`src/rtl/alu_pkg.sv`:
```
// Shared encodings and widths for the two-requester ALU scheduler.
// Operands are 4-bit, results 8-bit; the cycle counter covers 1..15.
package alu_pkg;

   localparam int OPND_W = 4;
   localparam int RES_W  = 8;
   localparam int CNT_W  = 4;

   typedef enum logic [1:0] {
      OP_ADD = 2'b00,
      OP_SUB = 2'b01,
      OP_MUL = 2'b10,
      OP_XOR = 2'b11
   } op_e;

   typedef enum logic [1:0] {
      ST_IDLE = 2'b00,
      ST_EXEC = 2'b01,
      ST_RESP = 2'b10
   } state_e;

   function automatic logic [RES_W-1:0] zext(input logic [OPND_W-1:0] v);
      return {{(RES_W-OPND_W){1'b0}}, v};
   endfunction

endpackage

```
`src/rtl/alu_core.sv`:
```
// Purely combinational 4x4 -> 8 ALU: add, sub (mod 256), mul, xor.
module alu_core
   import alu_pkg::*;
(
   input  logic [OPND_W-1:0] a,
   input  logic [OPND_W-1:0] b,
   input  op_e               sel,
   output logic [RES_W-1:0]  z
);

   always_comb begin
      z = '0;
      case (sel)
         OP_ADD:  z = zext(a) + zext(b);
         OP_SUB:  z = zext(a) - zext(b);
         OP_MUL:  z = zext(a) * zext(b);
         OP_XOR:  z = zext(a ^ b);
         default: z = '0;
      endcase
   end

endmodule

```
`src/rtl/alu_scheduler.sv`:
```
// Round-robin scheduler feeding one shared ALU; one operation in flight,
// fixed latency, result held until the consumer takes it.
module alu_scheduler
   import alu_pkg::*;
#(
   parameter int MUL_CYCLES = 2
) (
   input  logic              clk,
   input  logic              rst_n,
   input  logic [1:0]        req_valid,
   output logic [1:0]        req_ready,
   input  logic [OPND_W-1:0] req_a0,
   input  logic [OPND_W-1:0] req_b0,
   input  logic [1:0]        req_sel0,
   input  logic [OPND_W-1:0] req_a1,
   input  logic [OPND_W-1:0] req_b1,
   input  logic [1:0]        req_sel1,
   output logic              rsp_valid,
   input  logic              rsp_ready,
   output logic              rsp_id,
   output logic [RES_W-1:0]  rsp_z,
   output logic              busy
);

   localparam logic [CNT_W-1:0] MUL_CNT = CNT_W'(MUL_CYCLES);
   localparam logic [CNT_W-1:0] ONE_CNT = CNT_W'(1);

   state_e             state;
   logic               last;
   logic [CNT_W-1:0]   cnt;
   logic [OPND_W-1:0]  a_q;
   logic [OPND_W-1:0]  b_q;
   op_e                op_q;
   logic               id_q;
   logic [1:0]         grant;
   logic               gid;
   op_e                op_in;
   logic [RES_W-1:0]   z_c;

   // Grant is combinational and only offered in IDLE; the requester not
   // served last wins a tie.
   always_comb begin
      grant = 2'b00;
      if (rst_n && state == ST_IDLE) begin
         case (req_valid)
            2'b01:   grant = 2'b01;
            2'b10:   grant = 2'b10;
            2'b11:   grant = last ? 2'b01 : 2'b10;
            default: grant = 2'b00;
         endcase
      end
   end

   assign req_ready = grant;
   assign gid       = grant[1];
   assign op_in     = op_e'(gid ? req_sel1 : req_sel0);

   alu_core u_core (
      .a   (a_q),
      .b   (b_q),
      .sel (op_q),
      .z   (z_c)
   );

   always_ff @(posedge clk) begin
      if (!rst_n) begin
         state     <= ST_IDLE;
         last      <= 1'b1;
         cnt       <= '0;
         a_q       <= '0;
         b_q       <= '0;
         op_q      <= OP_ADD;
         id_q      <= 1'b0;
         rsp_valid <= 1'b0;
         rsp_id    <= 1'b0;
         rsp_z     <= '0;
         busy      <= 1'b0;
      end else begin
         case (state)
            // accept: capture operands of the granted requester
            ST_IDLE: begin
               if (grant != 2'b00) begin
                  a_q   <= gid ? req_a1 : req_a0;
                  b_q   <= gid ? req_b1 : req_b0;
                  op_q  <= op_in;
                  id_q  <= gid;
                  cnt   <= (op_in == OP_MUL) ? MUL_CNT : ONE_CNT;
                  busy  <= 1'b1;
                  state <= ST_EXEC;
               end
            end
            // execute: count down, register the result once the count is spent
            ST_EXEC: begin
               if (cnt == '0) begin
                  rsp_z     <= z_c;
                  rsp_id    <= id_q;
                  rsp_valid <= 1'b1;
                  state     <= ST_RESP;
               end else begin
                  cnt <= cnt - ONE_CNT;
               end
            end
            // respond: hold until taken, then remember who was served
            ST_RESP: begin
               if (rsp_ready) begin
                  rsp_valid <= 1'b0;
                  busy      <= 1'b0;
                  last      <= rsp_id;
                  state     <= ST_IDLE;
               end
            end
            default: state <= ST_IDLE;
         endcase
      end
   end

endmodule

```
`config.mk`:
```
export PLATFORM = sky130hd
export DESIGN_NAME = alu_scheduler
export DESIGN_NICKNAME = d
export VERILOG_FILES = /design/src/rtl/alu_pkg.sv /design/src/rtl/alu_core.sv /design/src/rtl/alu_scheduler.sv
export SDC_FILE = /design/constraint.sdc
export NUM_CORES = 1
export LEC_CHECK = 0
export CORE_MARGIN = 1.5
export CORE_UTILIZATION = 53
export DETAILED_ROUTE_END_ITERATION = 8
export GPL_TIMING_DRIVEN = 0
export HOLD_SLACK_MARGIN = 0.08
export PLACE_DENSITY = 0.81
export SLEW_MARGIN = 30
export SYNTH_ARGS = -nofsm -noshare
export SYNTH_HDL_FRONTEND = slang
export SYNTH_SLANG_ARGS = --single-unit
```
`constraint.sdc`:
```
create_clock -name clk -period 3.54 [get_ports clk]
set_input_delay 0.354 -clock clk [delete_from_list [all_inputs] [get_ports clk]]
set_output_delay 0.354 -clock clk [all_outputs]
set_load 0.005 [all_outputs]
```
==> results of run 1 <==
==> registers in the layout, summed over array words and instances (netlist names) <==
signal,flops
a_q,4
op_q,2
rsp_valid,1
last,1
rsp_id,1
id_q,1
cnt,4
b_q,4
rsp_z,8
busy,1
state,2
==> how the worst max path moves through the flow <==
| stage | slack, ps | start | endpoint | cells after the start |
|---|---|---|---|---|
| floorplan | 850 | a_q[1] | rsp_z[3] | 9 |
| global placement | 640 | a_q[1] | rsp_z[3] | 9 |
| detailed placement | 530 | a_q[1] | rsp_z[3] | 9 |
| CTS | 510 | a_q[1] | rsp_z[3] | 9 |
| global route | 360 | a_q[1] | rsp_z[4] | 10 |
| finish | 500 | a_q[1] | rsp_z[3] | 9 |
==> kinds of logic (layout without fill, tap and decap cells) <==
group	after synthesis	after routing	share of synthesized area [%]
AND/OR/NAND/NOR	78	78	20.0
AO/OA/AOI/OAI	57	57	18.7
flip-flops	29	29	27.9
buffers and inverters	29	74	5.77
adder cells (fa/ha/maj)	27	27	18.4
multiplexers	14	14	6.73
XOR/XNOR	6	6	2.52
==> area by class of cell <==
class	instances	area, um2	share of cell area [%]
multi-input combinational	182	1380	53.1
tap	48	60.1	2.31
inverter	19	71.3	2.74
clock buffer	5	68.8	2.64
clock inverter	3	22.5	0.865
sequential	29	581	22.3
buffer	10	48.8	1.87
timing repair buffer	37	370	14.2
==> critical path, delay by kind of cell (launching register included) <==
kind                     cells  cell delay [ps]
multiplexers                 1               90
flip-flops                   1              500
AND/OR/NAND/NOR              1              120
buffers and inverters        2              130
adder cells (fa/ha/maj)      3             1650
AO/OA/AOI/OAI                2              420
==> per-layer routing <==
| layer | vias up | global-route usage, % |
|---|---|---|
| met5 | - | 0 |
| met2 | 34 | 38.9 |
| met4 | 0 | 8.59 |
| met1 | 846 | 30.5 |
| li1 | 928 | - |
| met3 | 7 | 4.62 |
==> synthesized netlist by cell type (4+ instances only) <==
library cell / number
o21ai_0: 14
a21oi_1: 7
inv_1: 19
and2_1: 9
dfxtp_1: 29
a21o_1: 6
nand3_1: 6
nor2_1: 15
nand2_1: 23
nand2b_1: 4
nor3b_1: 4
nor3_1: 4
a31o_2: 4
fa_1: 6
ha_1: 21
clkbuf_1: 5
mux2i_1: 14
==> power by group through the flow <==
stage / Sequential [mW] / Combinational [mW] / Clock (mW)
after floorplan: 0.406 / 0.243 / 0
after global placement: 0.414 / 0.349 / 0
after detailed placement: 0.416 / 0.359 / 0
after CTS: 0.408 / 0.361 / 0.282
after global routing: 0.414 / 0.408 / 0.300
final: 0.409 / 0.362 / 0.281
==> reports/summary.txt, run 1 <==
Outcome: complete, no violations
Synthesized area: 2080 um2
Nets: 336
GRT Resource Usage Total: 23.6%
DR vias/cell: 5.45
Fin cells: 333
Detailed Place HPWL: 3620 um
Clk pwr share: 26.7%
Crit-path cells: nand2_1 > fa_1 > inv_1 > fa_1 > inv_1 > fa_1 > mux2i_1 > a221oi_1 > a21oi_1
Synth Register Bits: 29
# placed instances: 325
Min Tclk post-route: 3040 ps
Reg2reg end: rsp_z[3]
Filler cells: 316
Hold Buf Count CTS: 0
Largest cells by area after synthesis: dfxtp_1 28%, ha_1 13%, mux2i_1 6.7%
Fin area: 2610 um2
Worst-path clk slew: 70 ps
Post-synthesis sequential area ratio: 27.9%
PD cells: 404 nW/um2
Final antenna-violating net count: 0
First-pass GRT wire length: 7670 um
DR WL/cell: 13.8 um
Longest Clk Path Bufs: 2
CTS root buf: clkbuf_8
Place WS: 530 ps
Worst setup margin: 499 ps
Worst-path fanout max: 7
TritonCTS clock tree: built
Leakage: 1.20 nW
Syn_nets: 292
Switching power total: 0.363 mW
Max cap viols: 0
Pre-antenna DRT Iters: 4
Hold Crit Depth: 2
Port bufs: 37
Metal2 WL: 2170 um
Internal power component: 0.688 mW
Post-synth cell types: 47
Placed Area: 2510 um2
Most used DFF post-synth: dfxtp_1
Initial Util: 56.1%
RSZ-0062 raised after global routing: false
Combinational Power Share: 34.4%
CP max stage delay: 570 ps
Hold Worst Slack: 458 ps
RR Startpoint: a_q[1]
Post-route DRC violation count: 0
Clk sinks: 29
FF-to-FF setup slack: 500 ps
Worst hold path class: reg2reg
Via count: 1815
Req. time, crit path: 3710 ps
Most common cell after layout, fill and taps aside: clkdlybuf4s50_1
Most frequent cells in the layout: 37 x clkdlybuf4s50_1, 29 x dfxtp_1, 23 x nand2_1, 21 x ha_1, 19 x inv_1
Met3 wire length: 163 um
Top layer in use: met4
Worst vdd ir: 0.317 mV
Crit start category: flip-flop
Finished Core Util: 70.1%
CTS resizes: 0
Die height: 65.7 um
GP Congestion: 0.850
GR Overflow Total: 0
Layout area overhead: 25.0%
Skew-Pair Late Insertion Delay: 290 ps
Largest net degree at the start of global routing: 12
Slew margin rel.: 66.1%
Yosys top cell area share: 27.9%
Worst slew pin tran: 509 ps
Asr flop ratio synth: 0%
Wire length on met1: 2200 um
Reg power frac: 38.9%
Slowest cell on the critical path: fa_1
Die width: 65.7 um
Post-CTS setup buffers: 0
Inserted Clock Buffers: 5
Endpoints failing setup: 0
DRT iter0 DRCs: 115
Final Max Tran Viols: 0
Boundary Pins: 38
Area of the core: 3720 um2
CP Class: reg2reg
Layout cell share with drive strength beyond 1: 6.67%
CP Capture Type: flip-flop
H-tree depth: 2
Syn Inst Count: 240
Drt total wl: 4600 um
Vias in the first global route: 1663
Worst Hold End: busy
Fin. Hold Viols: 0
Site Rows: 22
Synthesis Warnings: 0
CP dominant cell by count: fa_1
Cell taking the most area after synthesis: dfxtp_1
Switching fraction of total power: 34.6%
Skew final: 5.15 ps
Power Total: 1.05 mW
R2r worst-path depth: 9
Fmax: 329 MHz
Syn_area_per_cell: 8.68 um2
Fin crit share: 85.9%
Die footprint: 4320 um2
Worst Hold Launch: busy
Setup TNS: 0 ps
Initial antenna violation count: 0
CP arrival: 3210 ps
Ant diodes: 0
Number of flops mapped to enable cells by yosys: 0
No activity file was read; power rests on OpenSTA's default activity.
==> run 2: changes to the inputs <==
SLEW_MARGIN = not set   (was 30)
==> results of run 2 <==
Final layout, timing and power as in run 1 (identical DEF).
